File: src/rtl/ascon_pkg.sv
// Shared types and round constants for the ASCON-128 control path.
package ascon_pkg;

  localparam int ROUND_WIDTH   = 4;
  localparam int ROUNDS_A      = 12;
  localparam int ROUNDS_B      = 6;
  localparam int ROUND_START_B = ROUNDS_A - ROUNDS_B;

  // Round indices as they appear on the round bus.
  localparam logic [ROUND_WIDTH-1:0] ROUND_LAST    = ROUND_WIDTH'(ROUNDS_A - 1);
  localparam logic [ROUND_WIDTH-1:0] ROUND_B_FIRST = ROUND_WIDTH'(ROUND_START_B);
  localparam logic [ROUND_WIDTH-1:0] ROUND_B_NEXT  = ROUND_WIDTH'(ROUND_START_B + 1);

  typedef enum logic [2:0] {
    S_IDLE    = 3'd0,
    S_INIT    = 3'd1,
    S_WAIT_AD = 3'd2,
    S_AD      = 3'd3,
    S_WAIT_PT = 3'd4,
    S_PT      = 3'd5,
    S_FINAL   = 3'd6,
    S_DONE    = 3'd7
  } t_fsm_state;

endpackage

File: src/rtl/ascon_round_counter.sv
// Round counter for the permutation: loadable, incrementing, flags the final round.
module ascon_round_counter
  import ascon_pkg::*;
(
  input  logic                   i_clock,
  input  logic                   i_reset_n,
  input  logic                   i_load,
  input  logic [ROUND_WIDTH-1:0] i_load_value,
  input  logic                   i_inc,
  output logic [ROUND_WIDTH-1:0] o_count,
  output logic                   o_last
);

  logic [ROUND_WIDTH-1:0] r_count;

  // Load has priority over increment; the FSM loads on every phase boundary
  // so the count never steps past the final round.
  always_ff @(posedge i_clock) begin
    if (!i_reset_n)  r_count <= '0;
    else if (i_load) r_count <= i_load_value;
    else if (i_inc)  r_count <= r_count + 1'b1;
  end

  assign o_count = r_count;
  assign o_last  = (r_count == ROUND_LAST);

endmodule

File: src/rtl/ascon_fsm.sv
// Control FSM for the ASCON-128 encryption datapath.
// Optional feature macro: ASCON_FSM_ABORT_EN adds i_abort (cancel a message).
//
// Block handshake: a block is transferred in the cycle where both
// i_block_valid and o_block_ready are high; i_block_last is sampled only in
// that cycle. o_block_ready depends on state alone, never on i_block_valid.
module ascon_fsm
  import ascon_pkg::*;
(
  input  logic                   i_clock,
  input  logic                   i_reset_n,
`ifdef ASCON_FSM_ABORT_EN
  input  logic                   i_abort,
`endif
  input  logic                   i_start,
  input  logic                   i_has_ad,
  input  logic                   i_block_valid,
  input  logic                   i_block_last,
  output logic                   o_block_ready,
  output logic [ROUND_WIDTH-1:0] o_round,
  output logic                   o_enable_state,
  output logic                   o_select_init,
  output logic                   o_enable_xor_data,
  output logic                   o_enable_xor_key_begin,
  output logic                   o_enable_xor_key_end,
  output logic                   o_enable_xor_lsb,
  output logic                   o_enable_cipher,
  output logic                   o_enable_tag,
  output logic                   o_busy,
  output logic                   o_done,
  output logic [2:0]             o_dbg_state
);

  t_fsm_state             r_state;
  t_fsm_state             w_next;
  logic                   r_has_ad;
  logic                   r_last;
  logic                   w_load;
  logic [ROUND_WIDTH-1:0] w_load_value;
  logic                   w_inc;
  logic [ROUND_WIDTH-1:0] w_count;
  logic                   w_count_last;
  logic                   w_abort;
  logic                   w_start;
  logic                   w_wait;
  logic                   w_accept;

`ifdef ASCON_FSM_ABORT_EN
  assign w_abort = i_abort && (r_state != S_IDLE);
`else
  assign w_abort = 1'b0;
`endif

  // A start seen while reset is low must not leak datapath enables.
  assign w_start  = i_start && i_reset_n && (r_state == S_IDLE);
  assign w_wait   = !w_abort && ((r_state == S_WAIT_AD) || (r_state == S_WAIT_PT));
  assign w_accept = w_wait && i_block_valid;

  assign o_block_ready = w_wait;
  assign o_busy        = (r_state != S_IDLE);
  assign o_dbg_state   = r_state;

  ascon_round_counter u_counter (
    .i_clock      (i_clock),
    .i_reset_n    (i_reset_n),
    .i_load       (w_load),
    .i_load_value (w_load_value),
    .i_inc        (w_inc),
    .o_count      (w_count),
    .o_last       (w_count_last)
  );

  // State register plus the per-message flags captured at start and accept.
  always_ff @(posedge i_clock) begin
    if (!i_reset_n) begin
      r_state  <= S_IDLE;
      r_has_ad <= 1'b0;
      r_last   <= 1'b0;
    end else begin
      r_state <= w_next;
      if (w_start)  r_has_ad <= i_has_ad;
      if (w_accept) r_last   <= i_block_last;
    end
  end

  // Next-state, counter control and Moore-decoded datapath enables.
  always_comb begin
    w_next                 = r_state;
    w_load                 = 1'b0;
    w_load_value           = '0;
    w_inc                  = 1'b0;
    o_round                = '0;
    o_enable_state         = 1'b0;
    o_select_init          = 1'b0;
    o_enable_xor_data      = 1'b0;
    o_enable_xor_key_begin = 1'b0;
    o_enable_xor_key_end   = 1'b0;
    o_enable_xor_lsb       = 1'b0;
    o_enable_cipher        = 1'b0;
    o_enable_tag           = 1'b0;
    o_done                 = 1'b0;

    if (w_abort) begin
      w_next = S_IDLE;
      w_load = 1'b1;
    end else begin
      case (r_state)
        S_IDLE: begin
          if (w_start) begin
            o_select_init  = 1'b1;
            o_enable_state = 1'b1;
            w_load         = 1'b1;
            w_next         = S_INIT;
          end
        end
        S_INIT: begin
          o_enable_state = 1'b1;
          o_round        = w_count;
          if (w_count_last) begin
            o_enable_xor_key_end = 1'b1;
            o_enable_xor_lsb     = !r_has_ad;
            w_load               = 1'b1;
            w_next               = r_has_ad ? S_WAIT_AD : S_WAIT_PT;
          end else begin
            w_inc = 1'b1;
          end
        end
        S_WAIT_AD: begin
          if (w_accept) begin
            o_enable_state    = 1'b1;
            o_enable_xor_data = 1'b1;
            o_round           = ROUND_B_FIRST;
            w_load            = 1'b1;
            w_load_value      = ROUND_B_NEXT;
            w_next            = S_AD;
          end
        end
        S_AD: begin
          o_enable_state = 1'b1;
          o_round        = w_count;
          if (w_count_last) begin
            o_enable_xor_lsb = r_last;
            w_load           = 1'b1;
            w_next           = r_last ? S_WAIT_PT : S_WAIT_AD;
          end else begin
            w_inc = 1'b1;
          end
        end
        S_WAIT_PT: begin
          if (w_accept) begin
            o_enable_state    = 1'b1;
            o_enable_xor_data = 1'b1;
            o_enable_cipher   = 1'b1;
            w_load            = 1'b1;
            if (i_block_last) begin
              // Last plaintext block starts finalisation at round 0 directly.
              o_enable_xor_key_begin = 1'b1;
              o_round                = '0;
              w_load_value           = ROUND_WIDTH'(1);
              w_next                 = S_FINAL;
            end else begin
              o_round      = ROUND_B_FIRST;
              w_load_value = ROUND_B_NEXT;
              w_next       = S_PT;
            end
          end
        end
        S_PT: begin
          o_enable_state = 1'b1;
          o_round        = w_count;
          if (w_count_last) begin
            w_load = 1'b1;
            w_next = S_WAIT_PT;
          end else begin
            w_inc = 1'b1;
          end
        end
        S_FINAL: begin
          o_enable_state = 1'b1;
          o_round        = w_count;
          if (w_count_last) begin
            o_enable_xor_key_end = 1'b1;
            o_enable_tag         = 1'b1;
            w_load               = 1'b1;
            w_next               = S_DONE;
          end else begin
            w_inc = 1'b1;
          end
        end
        S_DONE: begin
          o_done = 1'b1;
          w_next = S_IDLE;
        end
        default: begin
          w_next = S_IDLE;
          w_load = 1'b1;
        end
      endcase
    end
  end

endmodule

File: config.mk
export PLATFORM = sky130hd
export DESIGN_NAME = ascon_fsm
export DESIGN_NICKNAME = d
export VERILOG_FILES = /design/src/rtl/ascon_pkg.sv /design/src/rtl/ascon_round_counter.sv /design/src/rtl/ascon_fsm.sv
export SDC_FILE = /design/constraint.sdc
export NUM_CORES = 1
export LEC_CHECK = 0
export BUFFER_PORTS_ARGS = -buffer_cell sky130_fd_sc_hd__buf_4
export CAP_MARGIN = 5
export CORE_UTILIZATION = 49
export CTS_CLUSTER_SIZE = 30
export DETAILED_ROUTE_END_ITERATION = 10
export GPL_ROUTABILITY_DRIVEN = 0
export PLACE_DENSITY = 0.82
export SETUP_SLACK_MARGIN = 0.02
export SLEW_MARGIN = 20
export SYNTH_ARGS = -nofsm -noshare
export SYNTH_HDL_FRONTEND = slang
export SYNTH_SLANG_ARGS = --single-unit
export TNS_END_PERCENT = 10
File: constraint.sdc
create_clock -name i_clock -period 2.2 [get_ports i_clock]
set_input_delay 0.11 -clock i_clock [delete_from_list [all_inputs] [get_ports i_clock]]
set_output_delay 0.11 -clock i_clock [all_outputs]
set_load 0.1 [all_outputs]
==> flow_summary_export.csv <==
group,metric,value,unit
status,outcome,"finished clean",
synthesis,postSynthAreaPerCell,7.06,sq um
route,ant_nets,0,
floorplanning,start_util,55.3,%
synthesis,synth_ff_type,"dfxtp_1",
grt,grt_max_degree,26,
sta,timing.final.hold_violations,0,
finish,areaGrowthSynthToFinish,36.3,%
sta,slew-limit-headroom,63.1,%
setup_path,crit_type,"reg -> out",
clock_tree,worstSkewPairLatency,0.26,ns
clock_tree,h-tree-depth,1,
floorplanning,die_area,1700,sq um
synthesis,synthMuxAreaShare,0,%
floorplanning,core-area,1370,sq um
finish,finalNonFillerCells,142,
sta,final_max_slew_viol_count,0,
min_path,hold_class,"in -> reg",
setup_path,worst-r2r-cell-count,5,
finish,final_nets,135,
sta,setup_violations,0,
synthesis,synth_top_family_by_area,"simple AND/OR/NAND/NOR gates",
setup_path,r2r-end,"u_counter.o_count[3]$_SDFFE_PN0P_",
grt,grtUsageTotal,24.0,%
setup_path,cp-end-kind,"primary output",
finish,post_route_cells_drive_above_1_share,36.2,%
grt,grt-ovfl-total,0,
floorplanning,fp.dieH,41.3,um
pwr,cellLeakagePower,0.000446,uW
clock_tree,cts_buffers,3,
synthesis,async_flop_share,0,%
synthesis,synth_edf_count,0,
synthesis,synth_fp_nets,114,
route,drc_errors,0,
synthesis,synth.distinct_cells,40,
floorplanning,rows,13,
floorplanning,pin_count,24,
synthesis,synth_area,756,sq um
placement,hpwlAfterDp,1.44,mm
route,wirelength,1.94,mm
synthesis,synth-xor-area-share,3.31,%
pwr,ir_drop,0.000504,V
floorplanning,die_w,41.3,um
synthesis,synth_top_area_share,23.8,%
placement,port_buffers,23,
route,dr.pass1.iters,4,
sta,skew,0.00193,ns
clock_tree,clockBufferDepth,2,
synthesis,yosysSeqAreaShare,23.8,%
grt,antenna_found_initial,0,
pwr,powerDensity,675,nW/um^2
synthesis,synthAdderAreaFrac,2.98,%
sta,timing.final.crit_share,92.8,%
route,first_iter_violations,38,
grt,grt_pass1_vias,619,
setup_path,r2r_start,"o_dbg_state[2]$_SDFFE_PN0P_",
clock_tree,clock-sinks,9,
clock_tree,cts-root-buf,"clkbuf_4",
setup_path,critPathLaunch,"u_counter.o_count[0]$_SDFFE_PN0P_",
sta,min_period,2.04,ns
synthesis,yosys.area_share.simple,35.9,%
setup_path,required,2.09,ns
setup_path,startpoint_type,"flop",
placement,place_ws,0.483,ns
setup_path,cp-endpoint,"o_enable_xor_lsb",
flow_run,maxCapViolations,0,
route,viasPerCell,5.99,
sta,tightest_slew,0.553,ns
setup_path,critPathArrivalTime,1.93,ns
clock_tree,cts_tree,"done",
sta,clock.fmax,490,MHz
synthesis,synth-seq-cells,9,
route,routedWlPerCell,13.7,um
clock_tree,clk_pin_slew,0.07,ns
placement,place_inst,138,
setup_path,r2r_setup_slack,0.51,ns
synthesis,yosys_warnings,0,
clock_tree,postCtsSetupBuffers,0,
grt,grt_first_pass_wirelength,2.66,mm
synthesis,synth_area_leaders,"dfxtp_1 (24%), nand2_1 (7.5%), nor2_1 (6.0%)",
clock_tree,cts_resized,0,
sta,rsz0062_at_grt,"false",
synthesis,synth_compound_area_share,28.8,%
route,vias,850,
synthesis,yosys.area.top_type,"dfxtp_1",
finish,diodes,0,
clock_tree,hold_buffers,0,
sta,setup_ws,0.159,ns
synthesis,synth_cells,107,
sta,hold_ws,0.0483,ns
setup_path,critPathMaxFanout,7,
-- through the flow --
stage	power [uW]	setup TNS [ns]	instance area [sq um]	utilization (%)
CTS	697	0	1030	75.4
global placement	557	0	1000	73.4
floorplan	501	-0.503	843	-
detailed placement	565	0	1000	73.4
global route	722	0	1030	75.4
finish	695	0	1030	75.4
-- critical path, stage by stage (launching register included) --
cell and delay (ns):
dfxtp_1 0.45, ha_1 0.24, and3b_1 0.31, nand2_1 0.17
nor4_4 0.17, buf_4 0.32
-- worst min path at each step --
| stage | startpoint | to | slack (ns) | cells past startpoint |
|---|---|---|---|---|
| 2_1_floorplan | i_has_ad | r_has_ad$_SDFFE_PN0P_ | 0.22 | 2 |
| 4_1_cts | i_has_ad | r_has_ad$_SDFFE_PN0P_ | 0.05 | 3 |
| 3_3_place_gp | i_has_ad | r_has_ad$_SDFFE_PN0P_ | 0.31 | 3 |
| 3_5_place_dp | i_has_ad | r_has_ad$_SDFFE_PN0P_ | 0.32 | 3 |
| 5_1_grt | i_has_ad | r_has_ad$_SDFFE_PN0P_ | 0.07 | 3 |
| 6_report | i_has_ad | r_has_ad$_SDFFE_PN0P_ | 0.05 | 3 |
-- state kept, by name (all words and copies together) (netlist names) --
signal             cells
o_dbg_state            3
r_has_ad               1
r_last                 1
u_counter.o_count      4
-- cells by family after synthesis --
| kind of cell | count (synthesis) |
|---|---|
| xor+xnor | 2 |
| buf+inv | 9 |
| compound gates | 32 |
| flops | 9 |
| fa+ha+maj | 2 |
| simple gates | 53 |
-- power breakdown --
group / total (uW) / internal, uW / switching [uW] / leakage, uW
clock network: 133 / 70.1 / 62.5 / 0.0000150
logic: 344 / 96.0 / 248 / 0.000357
registers: 219 / 178 / 40.4 / 0.0000747
-- cell type report --
class	count	area, sq um
Multi-Input combinational cell	89	621
Fill cell	114	337
Sequential cell	9	184
Timing Repair Buffer	23	173
Clock buffer	4	26.3
Tap cell	15	18.8
Inverter	2	7.51
-- cell usage after synthesis (2+ instances only) --
cell type / number
a21oi_1: 8
inv_1: 2
o21ai_1: 7
dfxtp_1: 9
nand2_1: 15
buf_2: 4
nand3_1: 2
and2_1: 3
nor3_1: 2
nor2b_1: 5
clkbuf_1: 3
nand3b_1: 3
nor2_1: 12
a21boi_1: 4
nand2b_1: 3
-- metal layers --
metal,up-vias,GRT usage (%),wire length [um]
li1,418,-,-
met1,384,28.9,871
met2,42,40.2,896
met3,6,3.80,133
met4,0,12.9,40
met5,-,0,0
-- layout by cell type (no fill, tap or decap), drive strengths merged, types with 2 or more instances in the layout --
cell type | Yosys | layout
o21ai | 8 | 8
nor2b | 5 | 5
a21boi | 5 | 5
nand2b | 3 | 3
nor2 | 12 | 12
buf | 4 | 23
nand3 | 2 | 2
nor3 | 3 | 3
nand3b | 3 | 3
a21oi | 8 | 8
inv | 2 | 2
clkbuf | 3 | 4
dfxtp | 9 | 9
nand2 | 16 | 16
and2 | 3 | 3
Power figures use the tool's default switching activity.
